### config.mk
export PLATFORM = sky130hd
export DESIGN_NAME = cells_commit
export DESIGN_NICKNAME = d
export VERILOG_FILES = /design/src/rtl/cells_pkg.sv /design/src/rtl/cells_commit.sv
export SDC_FILE = /design/constraint.sdc
export NUM_CORES = 1
export LEC_CHECK = 0
export CAP_MARGIN = 20
export CORE_MARGIN = 4
export CORE_UTILIZATION = 54
export CTS_CLUSTER_DIAMETER = 200
export CTS_CLUSTER_SIZE = 8
export DETAILED_ROUTE_END_ITERATION = 6
export PLACE_DENSITY = 0.95
export SLEW_MARGIN = 20
export SYNTH_ARGS = -nofsm -noshare
export SYNTH_HDL_FRONTEND = slang
export SYNTH_SLANG_ARGS = --single-unit
export TNS_END_PERCENT = 10
### constraint.sdc
create_clock -name clk_i -period 4.99 [get_ports clk_i]
set_clock_uncertainty 0.2 [all_clocks]
set_input_delay 0.7485 -clock clk_i [delete_from_list [all_inputs] [get_ports clk_i]]
set_output_delay 0.7485 -clock clk_i [all_outputs]
set_load 0.005 [all_outputs]
### src/rtl/cells_pkg.sv
// Shared cell encoding and commit-sweep state type for the cells datapath.
package cells_pkg;

  localparam int unsigned CELL_WIDTH = 2;

  typedef logic [CELL_WIDTH-1:0] cell_t;

  localparam cell_t CELL_EMPTY = 2'b00;
  localparam cell_t CELL_SAND  = 2'b01;
  localparam cell_t CELL_WATER = 2'b10;

  typedef enum logic [1:0] {IDLE, PRIME, STREAM, DONE} commit_state_t;

endpackage

### src/rtl/cells_commit.sv
// Copies the next-state RAM into VRAM cell by cell, optionally clearing RAM behind the sweep,
// and reports the number of non-empty cells committed.
module cells_commit
  import cells_pkg::*;
#(
  parameter int unsigned ACTIVE_COLUMNS = 640,
  parameter int unsigned ACTIVE_ROWS    = 480,
  parameter int unsigned ADDR_WIDTH     = $clog2(ACTIVE_COLUMNS * ACTIVE_ROWS),
  parameter int unsigned DATA_WIDTH     = 2,
  parameter bit          CLEAR_RAM      = 1'b1
) (
  input  logic                  clk_i,
  input  logic                  reset_i,
  input  logic                  start_i,
  input  logic                  stall_i,
  input  logic [DATA_WIDTH-1:0] ram_rd_data,
  output logic [ADDR_WIDTH-1:0] ram_rd_address_o,
  output logic [ADDR_WIDTH-1:0] ram_wr_address_o,
  output logic [DATA_WIDTH-1:0] ram_wr_data_o,
  output logic                  ram_wr_en_o,
  output logic [ADDR_WIDTH-1:0] vram_wr_address_o,
  output logic [DATA_WIDTH-1:0] vram_wr_data_o,
  output logic                  vram_wr_en_o,
  output logic                  busy_o,
  output logic                  done_o,
  output logic [ADDR_WIDTH:0]   live_count_o
);

  localparam int unsigned          NumCells = ACTIVE_COLUMNS * ACTIVE_ROWS;
  localparam logic [ADDR_WIDTH-1:0] LastPtr = ADDR_WIDTH'(NumCells - 1);

  commit_state_t         state_q, state_d;
  logic [ADDR_WIDTH-1:0] ptr_q, ptr_d;
  logic [ADDR_WIDTH:0]   count_q, count_d;
  logic [ADDR_WIDTH:0]   live_count_q, live_count_d;
  logic                  cell_live;

  assign cell_live     = (ram_rd_data != DATA_WIDTH'(CELL_EMPTY));
  assign ram_wr_data_o = '0;
  assign live_count_o  = live_count_q;

  always_ff @(posedge clk_i or posedge reset_i) begin
    if (reset_i) begin
      state_q      <= IDLE;
      ptr_q        <= '0;
      count_q      <= '0;
      live_count_q <= '0;
    end else begin
      state_q      <= state_d;
      ptr_q        <= ptr_d;
      count_q      <= count_d;
      live_count_q <= live_count_d;
    end
  end

  always_comb begin
    state_d           = state_q;
    ptr_d             = ptr_q;
    count_d           = count_q;
    live_count_d      = live_count_q;
    ram_rd_address_o  = '0;
    ram_wr_address_o  = '0;
    ram_wr_en_o       = 1'b0;
    vram_wr_address_o = '0;
    vram_wr_data_o    = '0;
    vram_wr_en_o      = 1'b0;
    busy_o            = 1'b0;
    done_o            = 1'b0;

    case (state_q)
      IDLE: begin
        if (start_i) begin
          ptr_d   = '0;
          count_d = '0;
          state_d = PRIME;
        end
      end
      PRIME: begin
        busy_o           = 1'b1;
        ram_rd_address_o = '0;
        state_d          = STREAM;
      end
      STREAM: begin
        busy_o = 1'b1;
        if (stall_i) begin
          // Re-read the pending cell so its data is valid again when the stall lifts.
          ram_rd_address_o = ptr_q;
        end else begin
          vram_wr_en_o      = 1'b1;
          vram_wr_address_o = ptr_q;
          vram_wr_data_o    = ram_rd_data;
          ram_wr_en_o       = CLEAR_RAM;
          ram_wr_address_o  = ptr_q;
          count_d           = count_q + (ADDR_WIDTH + 1)'(cell_live);
          if (ptr_q == LastPtr) begin
            state_d = DONE;
          end else begin
            ptr_d            = ptr_q + ADDR_WIDTH'(1);
            ram_rd_address_o = ptr_q + ADDR_WIDTH'(1);
          end
        end
      end
      DONE: begin
        busy_o       = 1'b1;
        done_o       = 1'b1;
        live_count_d = count_q;
        state_d      = IDLE;
      end
      default: state_d = IDLE;
    endcase
  end

endmodule

==> flow_summary.ini, run 1 <==
[synth]
yosys_warnings = 0
synthArstFlopShare_pct = 100
synth_area_mm2 = 0.00378
ys_ff_latch = 61
syn_avg_cell_area_um2 = 9.16
synthFlopType = dfrtp_1
synth-edff-count = 0
yosysSeqAreaShare_pct = 40.4
postSynthCellCount = 413
ys_types = 55

[timing]
setup_slack_ps = 908
whs_ps = 309
drv_slew = 0
max_slew_margin_pct = 30.1
fin_crit_sh_pct = 81.8
setup_violations = 0
max_freq_mhz = 245
tns_ps = 0
rsz0062_at_grt = false
fin_crit_ps = 4080
final-hold-violation-count = 0
tightest_slew_ps = 1050

[setup_path]
worstPathArrival_ps = 3130
path_class = flop to output pin
slowest_delay_ps = 540
r2r-start = state_q[0]
cp_top_family = buffers and inverters
worstReg2RegEnd = ptr_q[12]
worst-path-buf-inv = 3
path_cells = inv_1, ha_1, inv_2, nor2_1, a21boi_4, nand2b_1, a31oi_1, clkdlybuf4s50_1
cp.required_ps = 4040
worstRegToRegCells = 6
cp_slowest_cell = clkdlybuf4s50_1
startpoint_type = flop
regToRegSetupSlack_ps = 1730
cp_max_fo = 18
crit_path_end_kind = output pin

[global_routing]
antenna_found_initial = 0
grt_max_degree = 43
grt_pass1_vias = 3312
grt_pass1_wl_um = 15800
grtUsageTotal_pct = 23.0
grt_overflow = 0

[detailed_routing]
drt-total-wl_um = 9420
drc = 0
avgRoutedWirePerCell_um = 16.6
viasPerCell = 5.84
antenna_left = 0
vias = 3314
drtIter0Drc = 231
firstDrtPassIters = 5

[power]
leakage_nw = 1.91
switching_share_pct = 41.1
seqPwrFrac_pct = 36.5
internal-power_w = 0.000955
clkPwrFrac_pct = 25.3
p_total_w = 0.00162
p_comb_share_pct = 38.2
peakVddDrop_mv = 0.205
power_density_mw_per_mm2 = 348
p_sw_w = 0.000667

[floorplanning]
die_h_um = 91.7
io_pins = 91
core_area_mm2 = 0.00679
die_area_mm2 = 0.00841
start_util_pct = 55.7
dieWidth_um = 91.7
rows = 30

[clocking]
cts-hold-fix-buffers = 0
htree_num_levels = 3
clock_path_buffers = 2
cts.sinks = 61
clkLatencyLatePin_ps = 350
clk_pin_slew_ps = 80
cts_resized = 0
cts_setup_buffers = 0
root_buffer = clkbuf_8
cts_tree = done
cts_made_buffers = 9

[run_status]
status = completed

[placement]
dp_hpwl_um = 6450
portBuffers = 88
place.gp.congestion = 0.910
dp_slack_ps = 1160

[layout]
syn_to_final_growth_pct = 23.3
antenna_cells = 0
fin_util_pct = 68.6
fillers = 503
nets = 478
drive_gt1_share_pct = 12.5

[worst_hold_path]
whs_path_depth = 1
holdCritStartpoint = live_count_o[1]
hold_class = flop to flop
hold_end = live_count_o[1]

[flow_run]
max_cap_viol_count = 0
per-layer routing:
metal | vias to the layer above | global-route usage [%] | wire [um]
met3 | 13 | 5.82 | 675
met5 | - | 0 | 0
met1 | 1590 | 30.0 | 4000
met2 | 153 | 37.6 | 4610
li1 | 1558 | - | -
met4 | 0 | 7.29 | 133
placed cells by master (no fill, tap or decap), drive strengths merged, types with 6 or more instances in the layout:
master,n
mux2,21
clkbuf,9
nand3,17
o21ai,27
a21oi,24
and2,27
a31oi,22
xnor2,12
nand2,43
clkdlybuf4s50,88
nor3,13
dfrtp,61
or3,8
nor2,19
inv,15
and3,7
ha,6
cell type report:
class / instances / area, um^2 / share of cell area [%]
tap: 96 / 120 / 2.58
sequential: 61 / 1530 / 32.7
timing repair buffer: 90 / 896 / 19.2
clock inverter: 7 / 57.6 / 1.23
multi-input combinational: 292 / 1890 / 40.6
clock buffer: 9 / 124 / 2.66
inverter: 12 / 45.0 / 0.966
worst max-delay path by stage:
stage	from	endpoint	cells past startpoint
5_1_grt	state_q[0]	ram_rd_address_o[8]	8
3_5_place_dp	stall_i	ram_rd_address_o[14]	6
3_3_place_gp	stall_i	ram_rd_address_o[16]	6
6_report	state_q[0]	ram_rd_address_o[8]	8
4_1_cts	state_q[0]	ram_rd_address_o[8]	8
2_1_floorplan	ptr_q[0]	ram_rd_address_o[17]	8
registers in the layout (all words and copies together) (netlist names):
signal,cells
state_q,2
live_count_o,20
count_q,20
ptr_q,19
synth_stat cells (2+ instances only):
cell type / count / share of area, %
nor4_2: 3 / 0.99
a221o_1: 2 / 0.53
a22oi_1: 2 / 0.40
buf_6: 3 / 0.89
nand4_1: 3 / 0.50
nand3_1: 16 / 2.1
and4_1: 3 / 0.70
a31oi_1: 22 / 3.6
xnor2_1: 12 / 2.8
clkbuf_1: 13 / 1.3
nand2_4: 2 / 0.60
and3_1: 7 / 1.2
buf_4: 23 / 4.6
ha_1: 6 / 2.0
a21oi_1: 22 / 2.9
nor2_1: 19 / 1.9
a31o_2: 3 / 0.70
o21ai_0: 25 / 3.3
nand2b_1: 3 / 0.50
nor4_1: 2 / 0.33
a22o_1: 2 / 0.46
a21oi_2: 2 / 0.46
and2_1: 24 / 4.0
nand2_1: 41 / 4.1
xor2_1: 4 / 0.93
nor3_1: 13 / 1.7
a32oi_1: 2 / 0.46
inv_1: 11 / 1.1
o21ai_1: 2 / 0.26
mux2_2: 21 / 6.3
and4_4: 2 / 0.60
or3_1: 8 / 1.3
dfrtp_1: 61 / 40
buf_2: 8 / 1.1
power groups by stage:
| stage | sequential, W | combinational [W] | clock, W |
|---|---|---|---|
| detailed placement | 0.000601 | 0.000614 | 0 |
| floorplan | 0.000583 | 0.000439 | 0 |
| CTS | 0.000592 | 0.000617 | 0.000419 |
| global placement | 0.000596 | 0.000587 | 0 |
| global route | 0.000601 | 0.000680 | 0.000442 |
| finish | 0.000592 | 0.000619 | 0.000411 |
metrics by stage:
step / instance area (um^2) / cells
after CTS: 4660 / 567
after global placement: 4480 / 551
after floorplan: 3780 / 414
after detailed placement: 4480 / 551
after global routing: 4660 / 567
final: 4660 / 567
cells by family after synthesis:
group | synth area share (%)
AND/OR/NAND/NOR | 22.5
buffers and inverters | 9.66
flip-flops | 40.4
AO/OA/AOI/OAI | 15.4
other | 0.0992
adder cells (fa/ha/maj) | 1.99
XOR/XNOR | 3.71
multiplexers | 6.25
(Power assumes the default switching activity.)
==> run 2, diff against run 1 <==
--- a/config.mk
+++ b/config.mk
@@ -7,11 +7,11 @@
 export LEC_CHECK = 0
 export CAP_MARGIN = 20
 export CORE_MARGIN = 4
-export CORE_UTILIZATION = 54
+export CORE_UTILIZATION = 45
 export CTS_CLUSTER_DIAMETER = 200
 export CTS_CLUSTER_SIZE = 8
 export DETAILED_ROUTE_END_ITERATION = 6
-export PLACE_DENSITY = 0.95
+export PLACE_DENSITY = 0.86
 export SLEW_MARGIN = 20
 export SYNTH_ARGS = -nofsm -noshare
 export SYNTH_HDL_FRONTEND = slang
==> constraint.sdc (replaced) <==
create_clock -name clk_i -period 3.6 [get_ports clk_i]
set_clock_uncertainty 0.2 [all_clocks]
set_input_delay 0.54 -clock clk_i [delete_from_list [all_inputs] [get_ports clk_i]]
set_output_delay 0.54 -clock clk_i [all_outputs]
set_load 0.005 [all_outputs]
==> flow_summary.ini, run 2 (same netlist as run 1, synthesis figures left out) <==
[setup_path]
crit_end = ram_rd_address_o[14]
crit_path_end_kind = output pin
worstPathArrival_ps = 2860
regToRegSetupSlack_ps = 890
path_class = flop to output pin
r2r-start = state_q[0]
worstRegToRegCells = 9
cp.required_ps = 2860
cp_max_fo = 14
cp-startpoint = ptr_q[0]
startpoint_type = flop
worstReg2RegEnd = ptr_q[16]

[floorplanning]
die_h_um = 99.7
core_area_mm2 = 0.00818
start_util_pct = 46.3
die_area_mm2 = 0.00993
dieWidth_um = 99.7
rows = 33
io_pins = 91

[power]
p_total_w = 0.00246
switching_share_pct = 37.5
clkPwrFrac_pct = 28.9
p_comb_share_pct = 37.8
p_sw_w = 0.000923
peakVddDrop_mv = 0.252
internal-power_w = 0.00153
seqPwrFrac_pct = 33.3
leakage_nw = 1.98
power_density_mw_per_mm2 = 511

[layout]
syn_to_final_growth_pct = 27.2
regArea_mm2 = 0.00153
multi_input_area_mm2 = 0.00192
drive_gt1_share_pct = 15.2
final_common_cell = clkdlybuf4s50_1
antenna_cells = 0
nets = 487
layout_common_cells = clkdlybuf4s50_1 (88), dfrtp_1 (59), nand2_1 (41), o21ai_0 (25), and2_1 (24)
stdcell_area_mm2 = 0.00481
fillers = 707

[detailed_routing]
viasPerCell = 5.66
avgRoutedWirePerCell_um = 16.5
drtIter0Drc = 175
drt-total-wl_um = 9650
firstDrtPassIters = 5
vias = 3312
drc = 0
antenna_left = 0

[timing]
max_slew_margin_pct = 48.5
setup_violations = 1
final-hold-violation-count = 0
fin_crit_ps = 3600
setup_slack_ps = -4.92
fin_crit_sh_pct = 100
tightest_slew_ps = 772
drv_slew = 0
tns_ps = -4.92
whs_ps = 309
max_freq_mhz = 277
rsz0062_at_grt = true

[global_routing]
grt_max_degree = 62
grtUsageTotal_pct = 19.7
grt_overflow = 0
grt_pass1_vias = 3312
antenna_found_initial = 0
grt_pass1_wl_um = 15900

[clocking]
htree_num_levels = 3
cts-hold-fix-buffers = 0
root_buffer = clkbuf_8
clkLatencyLatePin_ps = 350
clock_path_buffers = 2
cts_made_buffers = 9
cts_tree = done
cts_setup_buffers = 0
clk_pin_slew_ps = 70
cts.sinks = 61

[placement]
dp_hpwl_um = 6500
portBuffers = 88
post_dp_cell_area_mm2 = 0.00455
place.gp.congestion = 0.855

[worst_hold_path]
hold_class = flop to flop
holdCritStartpoint = live_count_o[4]

[run_status]
status = finished with violations
violations = negative setup slack

[flow_run]
max_cap_viol_count = 0
-- run 2: cell count changes in the layout (fill, tap and decap cells not counted), sizes merged --
cell | previous run | this run
buf | 2 | 10
clkbuf | 9 | 10
inv | 15 | 13
a21boi | 1 | 2
bufinv | 0 | 2
clkinvlp | 3 | 1
clkinv | 1 | 2
-- run 2: repair_timing --
action,4_1_cts,5_1_grt
setup endpoints to repair,3,9
cloned,0,1
gates resized for setup,4,1
pin swaps,0,1
-- run 2: power by group through the flow --
stage	clock network, W	registers (W)	logic, W
2_1_floorplan	0	0.000807	0.000609
5_1_grt	0.000750	0.000831	0.00102
6_report	0.000709	0.000819	0.000930
3_5_place_dp	0	0.000830	0.000907
3_3_place_gp	0	0.000823	0.000879
4_1_cts	0.000721	0.000819	0.000920
-- run 2: worst max-delay path, stage by stage, from the launching register on --
cell and delay [ps]:
dfrtp_2 460, ha_2 240, and2_1 190, and4_4 250
a211o_4 390, or3_1 350, o21ai_1 110, clkdlybuf4s50_1 530
-- run 2: worst min-delay path by stage --
stage / end / slack, ps / cells after the start
after detailed placement: live_count_o[14] / 300 / 1
after CTS: live_count_o[18] / 310 / 1
after global placement: live_count_o[16] / 290 / 1
final: live_count_o[4] / 310 / 1
after global routing: live_count_o[16] / 320 / 1
after floorplan: state_q[0] / 290 / 1
-- run 2: final cells by class --
cell class,instances,area share (%)
clock buffers,10,2.86
inverters,12,0.937
flip-flops and latches,61,31.8
multi-input cells,293,39.9
clock inverters,6,1.95
repair buffers,98,19.9
well taps,105,2.73
-- run 2: through the flow --
step,worst slack (ps),std cells,utilization (%)
3_3_place_gp,370,568,55.7
6_report,-4.92,585,58.8
4_1_cts,9.32,584,58.7
2_1_floorplan,1030,414,-
5_1_grt,-65.4,585,58.8
3_5_place_dp,306,568,55.7
-- run 2: layer usage --
metal	routed length (um)	track usage (%)
met5	0	0
met4	165	7.88
met3	592	4.35
met2	4770	31.5
met1	4120	26.0
==> run 3, diff against run 2 <==
--- a/config.mk
+++ b/config.mk
@@ -12,6 +12,7 @@
 export CTS_CLUSTER_SIZE = 8
 export DETAILED_ROUTE_END_ITERATION = 6
 export PLACE_DENSITY = 0.86
+export SKIP_CTS_REPAIR_TIMING = 1
 export SLEW_MARGIN = 20
 export SYNTH_ARGS = -nofsm -noshare
 export SYNTH_HDL_FRONTEND = slang
==> flow_summary.ini, run 3 (same netlist as run 1, synthesis figures left out) <==
[layout]
drive_gt1_share_pct = 15.4
syn_to_final_growth_pct = 27.8
fillers = 700
layout_common_cells = clkdlybuf4s50_1 (88), dfrtp_1 (59), nand2_1 (41), o21ai_0 (25), and2_1 (24)
multi_input_area_mm2 = 0.00190
fin_util_pct = 59.1
final_common_cell = clkdlybuf4s50_1
nets = 489
antenna_cells = 0
regArea_mm2 = 0.00153

[setup_path]
worst-path-stages = 7
cp-startpoint = ptr_q[0]
crit_path_end_kind = output pin
worst-path-buf-inv = 1
worstPathArrival_ps = 2890
worstRegToRegCells = 9
r2r-start = state_q[0]
startpoint_type = flop
slowest_delay_ps = 530
cp.required_ps = 2860
path_cells = ha_2, and2_1, and4_4, a211o_4, or3_1, o21ai_1, clkdlybuf4s50_1
cp_max_fo = 13
cp_top_family = simple AND/OR/NAND/NOR gates
cp_slowest_cell = clkdlybuf4s50_1
path_class = flop to output pin

[clocking]
htree_num_levels = 3
cts.sinks = 61
cts_tree = done
root_buffer = clkbuf_8
clk_pin_slew_ps = 70
cts_made_buffers = 9
clkLatencyLatePin_ps = 340
clock_path_buffers = 2

[floorplanning]
die_area_mm2 = 0.00993
dieWidth_um = 99.7
die_h_um = 99.7
start_util_pct = 46.3
io_pins = 91
rows = 33
core_area_mm2 = 0.00818

[global_routing]
antenna_found_initial = 0
grt_overflow = 0
grt_max_degree = 62
grtUsageTotal_pct = 19.7
grt_pass1_wl_um = 15800
grt_pass1_vias = 3287

[placement]
dp_slack_ps = 306
portBuffers = 88
place.gp.congestion = 0.855
dp_hpwl_um = 6500

[timing]
max_freq_mhz = 275
fin_crit_sh_pct = 101
rsz0062_at_grt = true
max_slew_margin_pct = 48.3
final-hold-violation-count = 0
setup_violations = 1
tightest_slew_ps = 776
fin_crit_ps = 3630
setup_slack_ps = -29.9
drv_slew = 0

[detailed_routing]
wl_met3_um = 679
wl_met2_um = 4720
drtIter0Drc = 173
met1Wirelength_um = 4110
antenna_left = 0
top_layer = met4
viasPerCell = 5.70
vias = 3346
avgRoutedWirePerCell_um = 16.5
firstDrtPassIters = 5
drc = 0
drt-total-wl_um = 9690

[run_status]
status = finished with violations
violations = negative setup slack

[power]
leakage_nw = 1.99
peakVddDrop_mv = 0.250
power_density_mw_per_mm2 = 512

[worst_hold_path]
hold_class = flop to flop
holdCritStartpoint = live_count_o[4]
whs_path_depth = 1

[flow_run]
max_cap_viol_count = 0
## run 3: layout make-up
cell class	count	area share (%)
multi-input combinational	292	39.4
sequential	61	31.6
timing repair buffer	101	20.5
clock buffer	10	2.85
tap	105	2.72
clock inverter	6	1.94
inverter	12	0.932
## run 3: metal layers
metal / global-route usage, % / vias to the layer above
met1: 26.1 / 1585
met5: 0 / -
li1: - / 1569
met4: 7.88 / 0
met2: 31.3 / 170
met3: 4.35 / 22
## run 3: through the flow
step	std cells	power [W]	TNS [ps]	hold slack, ps	area [um^2]
2_1_floorplan	414	0.00142	0	289	3780
3_3_place_gp	568	0.00170	0	289	4550
3_5_place_dp	568	0.00174	0	298	4550
4_1_cts	584	0.00245	-135	315	4780
5_1_grt	587	0.00262	-81.8	324	4830
6_report	587	0.00247	-29.9	308	4830
## run 3: power by group
group	leakage [nW]	internal [W]	total (W)	switching (W)
sequential	0.839	0.000748	0.000819	0.0000714
clock	0.113	0.000413	0.000705	0.000292
combinational	1.04	0.000390	0.000948	0.000558
total	1.99	0.00155	0.00247	0.000921
## run 3: path summary, 6_finish.rpt
| path | endpoint | slack (ps) |
|---|---|---|
| min in group asynchronous | ptr_q[1] | 520 |
| worst min-delay path | live_count_o[4] | 310 |
| worst max-delay path | ram_rd_address_o[14] | -30 |
| max in group asynchronous | ptr_q[0] | 2110 |
| worst max register to register | ptr_q[16] | 890 |
| worst min register to register | live_count_o[4] | 310 |
## run 3: worst register-to-register path, stage by stage (launching register included)
cell,delay (ps)
dfrtp_1,370
inv_1,70
ha_1,220
buf_4,190
nand2_1,420
nand3_1,210
a21oi_2,440
buf_4,270
a31oi_1,90
a31oi_1,150
==> variant 1, RTL diff (config.mk and constraints of run 3) <==
Re-encode `commit_state_t` (4 states) as one-hot, 4 bits wide.
--- a/src/rtl/cells_pkg.sv
+++ b/src/rtl/cells_pkg.sv
@@ -9,7 +9,7 @@
   localparam cell_t CELL_SAND  = 2'b01;
   localparam cell_t CELL_WATER = 2'b10;
 
-  typedef enum logic [1:0] {IDLE, PRIME, STREAM, DONE} commit_state_t;
+  typedef enum logic [3:0] {IDLE = 4'b0001, PRIME = 4'b0010, STREAM = 4'b0100, DONE = 4'b1000} commit_state_t;
 
 endpackage
 
Formal check against the unedited RTL: same outputs for any inputs over 10 cycles, from zero or initial values and one cycle with reset_i high; not proved beyond that.
==> variant 1 against run 3 <==
- worst setup slack improved by 190 ps
- synthesized area fell by 1.2%
- utilization rose by 1.9 points
- via count fell by 6.7%
- die area fell by 1.1%
- critical path depth rose by 1
- sequential cell count rose by 2
- wire length fell by 6.9%
- design area fell by 0.47%
Power is not compared: it rests on default switching activity, and its combinational part moved more than twofold at a synthesized area within 25%.
==> variant 1: results (changes against run 3) <==
status=finished clean (was finished with violations); Cells after Synth=392 (was 413); Root Buffer=clkbuf_8 (unchanged); Top Metal Used=met4 (unchanged); FFs w/ async S/R, synth=100% (unchanged); largest net degree at the start of global routing=27 (was 62); main flop type after synthesis=dfrtp_1 (unchanged); cell count after placement=548 (was 568); gpl congestion=0.821 (was 0.855); layout cell share with drive strength beyond 1=15.6% (was 15.4%); Post-synth top cells=dfrtp_1, nor2_1, nand2_1 (was dfrtp_1, nand2_1, o21ai_0); total wire length=9020 um (was 9690 um); max incr delay on CP=490 ps (was 530 ps); nets=467 (was 489); worst hold path type=flip-flop to flip-flop (unchanged); LEAKAGE=2.08 nW; DR WL met3=615 um (was 679 um); WL met1=3820 um (was 4110 um); Final Non-Filler Cells=565 (was 587); first-pass GRT wire length=15,100 um (was 15,800 um); Clock Pin Slew Worst Setup and Hold Paths=70 ps (about the same); Max FO, Critical Path=9 (was 13); synth top area cells=dfrtp_1, mux2_2, buf_4, xor2_1, and2_1 (was dfrtp_1, mux2_2, buf_4, nand2_1, and2_1); Largest delay share family, worst path=simple AND/OR/NAND/NOR gates (unchanged); GR Util All Layers=18.7% (was 19.7%); drt first pass iters=4 (was 5); post-synthesis sequential area ratio=42.2% (was 40.4%); WL met2=4440 um (was 4720 um); slew margin rel.=48.9% (was 48.3%); Worst VDD drop=0.242 mV; DPL Wire Length=6400 um (was 6500 um); vias in the first global route=3,062 (was 3,287); yosys warns=0 (unchanged); Worst-Skew Late Latency=340 ps (about the same); initial antenna violation count=0 (unchanged); initial DRC count=128 (was 173); vias per cell=5.52 (was 5.70); H-tree levels=3 (unchanged); antenna cells=0 (unchanged); crit path DAT=2700 ps (was 2890 ps); TritonCTS Buffers=9 (unchanged); crit path max-delay cell type=or3_4 (was clkdlybuf4s50_1); clock buffer depth=2 (unchanged); synth unique cells=55 (unchanged); PortBufs=88 (unchanged)
## variant 1: per-layer routing
layer / up-vias / track usage [%]
li1: 1482 / -
met5: - / 0
met1: 1503 / 24.7
met2: 118 / 30.4
met3: 18 / 5.54
met4: 0 / 4.52
## variant 1: metrics by stage
stage	utilization [%]	area (sq um)	setup slack (ps)	TNS, ps	hold WS [ps]
floorplan	-	3740	995	0	272
global placement	57.8	4560	355	0	289
detailed placement	57.8	4560	370	0	296
CTS	60.7	4790	-35.6	-89.1	311
global route	61.0	4810	1.19	0	321
finish	61.0	4810	155	0	308
## variant 1: path summary, 6_finish.rpt
check	start	end	slack, ps	cells after the start
worst min-delay path	live_count_o[18]	live_count_o[18]	310	1
worst max register to register	ptr_q[0]	ptr_q[6]	980	6
min in group asynchronous	reset_i	ptr_q[2]	330	2
worst min register to register	live_count_o[18]	live_count_o[18]	310	1
max in group asynchronous	reset_i	state_q[0]	2160	3
worst max-delay path	ptr_q[0]	ram_rd_address_o[15]	160	8
## variant 1: kinds of logic after synthesis
logic type / Yosys count / synth area share, %
AOI/OAI and AO/OA: 70 / 13.5
xor gates and xnor gates: 25 / 5.86
adders and majority gates: 3 / 1.00
buffers and inverters: 52 / 8.37
DFF: 63 / 42.2
muxes: 20 / 6.03
other: 1 / 0.100
and+or+nand+nor: 158 / 22.9
## variant 1: final cells by class
type | instances | area [sq um]
timing repair buffer | 102 | 986
multi-input combinational | 278 | 1870
clock buffer | 11 | 151
clock inverter | 5 | 80.1
sequential | 63 | 1580
fill | 652 | 3080
tap | 102 | 128
inverter | 4 | 16.3
## variant 1: power breakdown
part	switching (mW)	internal, mW	total (mW)
logic	0.190	0.115	0.305
clock network	0.274	0.426	0.700
registers	0.0555	0.739	0.794
total	0.519	1.28	1.80
==> variant 2, RTL diff (settings of run 3) <==
Made on the original files. `ACTIVE_ROWS`: 480 -> 120.
--- a/src/rtl/cells_commit.sv
+++ b/src/rtl/cells_commit.sv
@@ -4,7 +4,7 @@
   import cells_pkg::*;
 #(
   parameter int unsigned ACTIVE_COLUMNS = 640,
-  parameter int unsigned ACTIVE_ROWS    = 480,
+  parameter int unsigned ACTIVE_ROWS    = 120,
   parameter int unsigned ADDR_WIDTH     = $clog2(ACTIVE_COLUMNS * ACTIVE_ROWS),
   parameter int unsigned DATA_WIDTH     = 2,
   parameter bit          CLEAR_RAM      = 1'b1
Ports: changed (resized live_count_o, ram_rd_address_o, ram_wr_address_o and vram_wr_address_o); port bits go from 91 to 83. The function was not compared with the original's and may differ.
==> variant 2 against run 3 <==
- first-iteration DRC count up 13%
- worst setup slack better by 120 ps
- non-clock buffer count down 12
- via count down 6.0%
- sequential cell count down 6
- count of clock-buffer cells in the layout down 5
- utilization down 0.79 points
- die area down 7.7%
- synthesized area down 8.3%
- design area down 11%
- wire length down 8.4%
Power is not compared: it rests on default switching activity, and its combinational part moved more than twofold at a synthesized area within 25%.
==> variant 2: results (changes against run 3) <==
crit path DAT=2770 ps (was 2890 ps); sequential cell area share=32.1% (was 31.6%); Post-synth top cells=dfrtp_1, nand2_1, and3_1 (was dfrtp_1, nand2_1, o21ai_0); GR Layer Usage met3=2.97% (was 4.35%); first-pass GRT wire length=14,500 um (was 15,800 um); post-synthesis sequential area ratio=39.7% (was 40.4%); vias post-DR=3,144 (was 3,346); layout cell share with drive strength beyond 1=11.4% (was 15.4%); capture point of the worst path=ram_rd_address_o[12] (was ram_rd_address_o[14]); PortBufs=80 (was 88); slew margin rel.=41.3% (was 48.3%); hold_ws=279 ps (was 308 ps); ClkCell Share=2.24% (was 4.79%); Clock Pin Slew Worst Setup and Hold Paths=100 ps (was 70 ps); WL met2=4310 um (was 4720 um); gpl congestion=0.873 (was 0.855); nets=451 (was 489); DPL Wire Length=6300 um (was 6500 um); cell count after placement=529 (was 568); nonclk buf count=89 (was 101); initial DRC count=195 (was 173); Reg2Reg Setup Slack=790 ps (was 890 ps); WL met1=3780 um (was 4110 um); Sink Count=55 (was 61); fraction of area in multi-input gates=41.7% (was 39.4%); Fillers=645 (was 700); worst reg-to-reg path cell count=8 (was 9); worst setup path startpoint=ptr_q[1] (was ptr_q[0]); synth unique cells=50 (was 55); largest net degree at the start of global routing=42 (was 62); status=finished clean (was finished with violations); Place WS=340 ps (was 306 ps); worst hold path type=primary input to async pin (was flip-flop to flip-flop); total wire length=8880 um (was 9690 um); area of the multi-input gates=1790 sq um (was 1900 sq um); met2 Use GR=32.8% (was 31.3%); Final Non-Filler Cells=537 (was 587); H-tree levels=2 (was 3); Cells after Synth=390 (was 413); multi-input gates=276 (was 292); synth top area cells=dfrtp_1, mux2_2, and3_1, buf_4, nand2_1 (was dfrtp_1, mux2_2, buf_4, nand2_1, and2_1); DR WL met3=591 um (was 679 um)
-- variant 2: critical path, cell delays in order (launching register included) --
cell,delay [ps]
dfrtp_1,440
ha_2,250
and3_1,250
and3_2,280
nand3_1,150
or3_1,340
a21oi_1,190
clkdlybuf4s50_1,550
-- variant 2: cells by family after synthesis --
| group | Yosys count | share of synthesized area, % |
|---|---|---|
| and+or+nand+nor | 154 | 24.3 |
| AOI/OAI and AO/OA | 77 | 13.7 |
| buffers and inverters | 60 | 9.02 |
| DFF | 55 | 39.7 |
| muxes | 22 | 7.00 |
| xor gates and xnor gates | 13 | 3.29 |
| adders and majority gates | 8 | 2.89 |
| other | 1 | 0.108 |
-- variant 2: where the power goes --
group / internal [mW] / leakage [nW] / total, mW / switching (mW)
logic: 0.216 / 1.07 / 0.375 / 0.159
registers: 0.675 / 0.735 / 0.786 / 0.111
clock network: 0.143 / 0.0463 / 0.371 / 0.227
